==> src/rtl/hash_digest_serializer.sv <==
// hash_digest_serializer: streams the meaningful bytes of a captured hash vector as 64-bit AXI-Stream beats.
// Ports: clk/rst (sync active-high); algo_mode/din/din_valid capture side with in_ready;
// m_tdata/m_tkeep/m_tvalid/m_tready/m_tlast stream side; overrun/mode_err one-cycle pulses;
// digest_cnt counts completed digests.
module hash_digest_serializer #(
  parameter int DIN_W = 1344,
  parameter int OUT_W = 64,
  parameter int CNT_W = 16
) (
  input  logic             clk,
  input  logic             rst,
  input  logic [3:0]       algo_mode,
  input  logic [DIN_W-1:0] din,
  input  logic             din_valid,
  output logic             in_ready,
  output logic [OUT_W-1:0] m_tdata,
  output logic [7:0]       m_tkeep,
  output logic             m_tvalid,
  input  logic             m_tready,
  output logic             m_tlast,
  output logic             overrun,
  output logic             mode_err,
  output logic [CNT_W-1:0] digest_cnt
);
  typedef enum logic {IDLE, SEND} state_t;
  state_t state_q, state_d;
  logic [DIN_W-1:0] buf_q, buf_d;
  logic [4:0] idx_q, idx_d, beats_q, beats_d, beats_dec;
  logic [7:0] keep_q, keep_d;
  logic in_ready_q, in_ready_d, overrun_q, overrun_d, mode_err_q, mode_err_d;
  logic [CNT_W-1:0] cnt_q, cnt_d;
  logic mode_rsvd, capture, hs, last;
  always_ff @(posedge clk) begin
    if (rst) begin
      state_q    <= IDLE;
      buf_q      <= '0;
      idx_q      <= '0;
      beats_q    <= '0;
      keep_q     <= '0;
      in_ready_q <= 1'b1;
      overrun_q  <= 1'b0;
      mode_err_q <= 1'b0;
      cnt_q      <= '0;
    end else begin
      state_q    <= state_d;
      buf_q      <= buf_d;
      idx_q      <= idx_d;
      beats_q    <= beats_d;
      keep_q     <= keep_d;
      in_ready_q <= in_ready_d;
      overrun_q  <= overrun_d;
      mode_err_q <= mode_err_d;
      cnt_q      <= cnt_d;
    end
  end
  always_comb begin
    mode_rsvd = algo_mode[3] & (algo_mode[2:1] == 2'b11);
    capture   = (state_q == IDLE) & din_valid & !mode_rsvd;
    hs        = (state_q == SEND) & m_tready;
    last      = idx_q == beats_q - 5'd1;
    state_d   = state_q == IDLE ? (capture ? SEND : IDLE) : (hs && last ? IDLE : SEND);
  end
  always_comb begin
    beats_dec = !algo_mode[3]          ? (algo_mode[0] ? 5'd8 : 5'd4) :
                algo_mode[2:0] == 3'd0 ? 5'd21 :
                algo_mode[2:0] == 3'd1 ? 5'd17 :
                algo_mode[2:0] == 3'd2 ? 5'd4  :
                algo_mode[2:0] == 3'd3 ? 5'd8  :
                algo_mode[2:0] == 3'd4 ? 5'd4  :
                algo_mode[2:0] == 3'd5 ? 5'd6  : 5'd0;
    buf_d      = capture ? din : hs ? {buf_q[DIN_W-OUT_W-1:0], {OUT_W{1'b0}}} : buf_q;
    idx_d      = capture ? 5'd0 : hs ? idx_q + 5'd1 : idx_q;
    beats_d    = capture ? beats_dec : beats_q;
    // SHA3-224 ends halfway through its fourth beat
    keep_d     = capture ? (algo_mode == 4'b1100 ? 8'hF0 : 8'hFF) : keep_q;
    in_ready_d = state_d == IDLE;
    overrun_d  = din_valid & (state_q == SEND);
    mode_err_d = din_valid & (state_q == IDLE) & mode_rsvd;
    cnt_d      = cnt_q + CNT_W'(hs && last);
  end
  always_comb begin
    m_tvalid   = state_q == SEND;
    m_tlast    = m_tvalid & last;
    m_tkeep    = !m_tvalid ? 8'h00 : m_tlast ? keep_q : 8'hFF;
    // unkept bytes are forced to zero so trailing din bits never leak out
    for (int j = 0; j < 8; j++) m_tdata[8*j +: 8] = buf_q[DIN_W-OUT_W+8*j +: 8] & {8{m_tkeep[j]}};
    in_ready   = in_ready_q;
    overrun    = overrun_q;
    mode_err   = mode_err_q;
    digest_cnt = cnt_q;
  end
endmodule

==> config.mk <==
export PLATFORM = sky130hd
export DESIGN_NAME = hash_digest_serializer
export DESIGN_NICKNAME = d
export VERILOG_FILES = /design/src/rtl/hash_digest_serializer.sv
export SDC_FILE = /design/constraint.sdc
export NUM_CORES = 2
export LEC_CHECK = 0
export ABC_AREA = 1
export BUFFER_PORTS_ARGS = -buffer_cell sky130_fd_sc_hd__clkbuf_2
export CORE_AREA = 2 2 566 568
export DETAILED_ROUTE_END_ITERATION = 8
export DIE_AREA = 0 0 568 570
export RECOVER_POWER = 25
export SYNTH_ARGS = -nofsm -noshare
export SYNTH_HDL_FRONTEND = slang
export SYNTH_SLANG_ARGS = --single-unit
==> constraint.sdc <==
create_clock -name clk -period 2.8 [get_ports clk]
set_input_delay 0.14 -clock clk [delete_from_list [all_inputs] [get_ports clk]]
set_output_delay 0.14 -clock clk [all_outputs]
set_load 0.02 [all_outputs]
==> run summary <==
clk_lat worst skew -> 830 ps
WP depth -> 15
clock skew -> 72.9 ps
post-layout util -> 27.5%
final setup TNS -> 0 ps
CTS sink count -> 1375
register area share after synthesis -> 49.8%
status -> completed
number of global-route vias before repair -> 63000
pin count of the biggest net entering global routing -> 196
number of cells on the worst reg-to-reg path -> 8
die area -> 0.324 mm²
H-Tree Depth -> 4
# setup viols final -> 0
number of port buffers -> 1444
WS Path Type -> flip-flop to output pin
First-pass DRT Iterations -> 6
CP endpoint kind -> output pin
start point of the critical path -> beats_q[0]
Fin. Hold Viols -> 0
initial antenna violation count -> 117
Tot Pwr -> 0.0539 W
CP dominant cell by count -> nand2_1
crit-path max FO -> 4
CP bufs+invs -> 6
unrepaired setup endpoints after global routing -> true
final std cells w/o fill -> 14600
Die H -> 570 µm
Hold Crit Class -> input port to flip-flop
WP data required -> 2660 ps
Synth Area per Inst -> 7.19 µm²
std cell rows -> 207
Nets -> 11600
area of the mapped netlist -> 0.0553 mm²
Post-Synthesis Cells -> 7687
Unique masters post-synth -> 31
syn_nets -> 9043
area added between synthesis and finish -> 57.9%
max-cap violations -> 0
worst setup path endpoint -> m_tdata[35]
post-route ant nets -> 0
Synth Register Bits -> 1375
global-route wire length before repair -> 455000 µm
via count -> 65500
core area -> 0.317 mm²
Reg2Reg Setup Slack -> 190 ps
crit start category -> flip-flop
Die W -> 568 µm
fin crit share -> 98.8%
GPL Wtd Cong -> 0.974
CP max stage delay -> 330 ps
initial cell density of the core -> 17.4%
VDD IR-drop max -> 0.000472 V
Worst path slowest cell -> dfxtp_2
DRC -> 0
Fmax achieved -> 0.361 GHz
clk slew on worst S/H paths -> 60 ps
CP top delay family -> simple AND/OR/NAND/NOR gates
CTS root buf -> clkbuf_16
total I/O pin count -> 1445
arrival time worst endpoint -> 2630 ps
RR Startpoint -> m_tvalid
Avg WL per Cell -> 22.7 µm
gr ovfl total -> 0
minimum clock period -> 2770 ps
Ys Warns -> 0
placed cell count -> 12900
final hold slack -> 99.6 ps
GR Util All Layers -> 19.4%
Slew HR -> 22.6%
routed wire length -> 332000 µm
worst slew pin tran -> 1160 ps
layout cells sized above 1 -> 18.7%
Num CTS Buffers -> 164
post-DP HPWL -> 249000 µm
Starting DRT DRC Count -> 6356
vias per cell -> 4.48
PD cells -> 617 mW/mm²
Slew Limit Fails -> 0
maximum clock path buffer count -> 4
crit-path cells -> inv_2 > ha_4 > inv_2 > nand2_1 > nand2_1 > nor2_1 > nand2_1 > nor2_2 > buf_6 > nand3_4 > nand2_8 > buf_6 > buf_16 > nor2_4 > buf_8
Crit Reg-Reg Endpoint -> buf_q[587]
TritonCTS clock tree -> built
P_leak -> 33.2 nW
metal layers:
layer | wire, µm | track usage [%] | vias to the layer above
li1 | - | - | 30500
met1 | 130000 | 23.1 | 30600
met2 | 153000 | 32.2 | 3488
met3 | 22500 | 3.05 | 915
met4 | 25900 | 12.9 | 26
met5 | 177 | 0 | -
repair_timing:
item                       in CTS  in global routing
hold endpoints to repair     1357                  0
pin swaps                       2                  2
hold buffers                 1366                  0
resized for setup              81                129
buffers inserted                4                  1
setup endpoints to repair      72                256
cloned                          5                  0
registers in the layout, indices dropped and copies added, names as in the netlist:
name and flops:
in_ready 1, keep_q 2, beats_q 4, digest_cnt 16
overrun 1, buf_q 1344, m_tvalid 1, idx_q 5
mode_err 1
synthesized netlist by cell type:
master / instances / share of area (%)
xor2_1: 2 / 0.032
nand3b_1: 1 / 0.014
clkbuf_4: 1 / 0.014
nor2_1: 94 / 0.64
buf_4: 31 / 0.42
o22ai_1: 2 / 0.023
nand2_4: 2 / 0.041
nand3_1: 18 / 0.16
xnor2_1: 3 / 0.048
a31oi_1: 1215 / 14
clkinv_1: 1 / 0.0068
buf_1: 5 / 0.034
o211ai_1: 64 / 0.87
inv_2: 3 / 0.020
buf_6: 1 / 0.020
o21ai_0: 9 / 0.081
buf_2: 258 / 2.3
clkbuf_1: 314 / 2.1
nand2_2: 1 / 0.011
nand4_1: 4 / 0.045
ha_1: 4 / 0.091
o32ai_1: 1 / 0.016
dfxtp_1: 1375 / 50
nand2_1: 3956 / 27
nor2_2: 1 / 0.011
or2_2: 4 / 0.045
nor3b_1: 2 / 0.027
inv_4: 1 / 0.011
a21oi_1: 143 / 1.3
nor3_1: 8 / 0.072
inv_1: 163 / 1.1
worst min-delay path by stage:
stage | startpoint | endpoint | slack, ps | depth (start not counted)
2_1_floorplan | algo_mode[2] | beats_q[0] | 260 | 1
3_3_place_gp | din[7] | buf_q[7] | 370 | 3
3_5_place_dp | din[61] | buf_q[61] | 370 | 3
4_1_cts | din[60] | buf_q[60] | 4 | 4
5_1_grt | din[63] | buf_q[63] | 60 | 4
6_report | din[8] | buf_q[8] | 100 | 4
power breakdown:
group          total, W  switching, W  internal [W]  leakage, nW
sequential       0.0224       0.00132        0.0211         11.3
combinational   0.00901       0.00521       0.00380         19.2
clock            0.0225       0.00944        0.0131         2.76
total            0.0539        0.0160        0.0379         33.2
tightest hold or removal path, delay by kind of cell:
family / cells / cell delay [ps]
compound gates: 1 / 50
buf+inv: 2 / 640
simple gates: 1 / 50
cells in the final DEF, fill, tap and decap left out, types with 5 or more instances in the layout:
master,n
nand2_1,3954
clkbuf_2,1379
dfxtp_1,1372
dlygate4sd3_1,1366
a31oi_1,1215
clkbuf_16,166
inv_1,159
a21oi_1,143
buf_4,117
buf_12,68
diode_2,67
nor2_1,65
o211ai_1,64
clkbuf_8,44
clkbuf_1,39
clkinv_2,26
nor2_4,25
buf_6,19
buf_2,18
nand3_1,16
buf_8,13
bufinv_16,10
o21ai_0,9
nor3_1,8
inv_6,6
nor2_2,5
inv_8,5
logic make-up after synthesis:
family	count (synthesis)	synth area share [%]
AND/OR/NAND/NOR	4091	27.9
AO/OA/AOI/OAI	1434	16.0
flip-flops	1375	49.8
buffers and inverters	778	6.10
XOR/XNOR	5	0.0792
adder cells (fa/ha/maj)	4	0.0905
layout make-up:
type | instances | area, µm²
Antenna cell | 67 | 168
Fill cell | 34100 | 230000
Multi-Input combinational cell | 5534 | 24700
Timing Repair Buffer | 2992 | 23500
Tap cell | 4180 | 5230
Clock buffer | 240 | 4850
Clock inverter | 57 | 753
Sequential cell | 1375 | 27500
Inverter | 168 | 671
stage by stage:
step,setup WS [ps],cell area (µm²)
global route,-145,87300
CTS,-134,87000
global placement,105,67200
floorplan,356,55300
finish,33.5,87300
detailed placement,255,67200
Power figures use the tool's default switching activity.
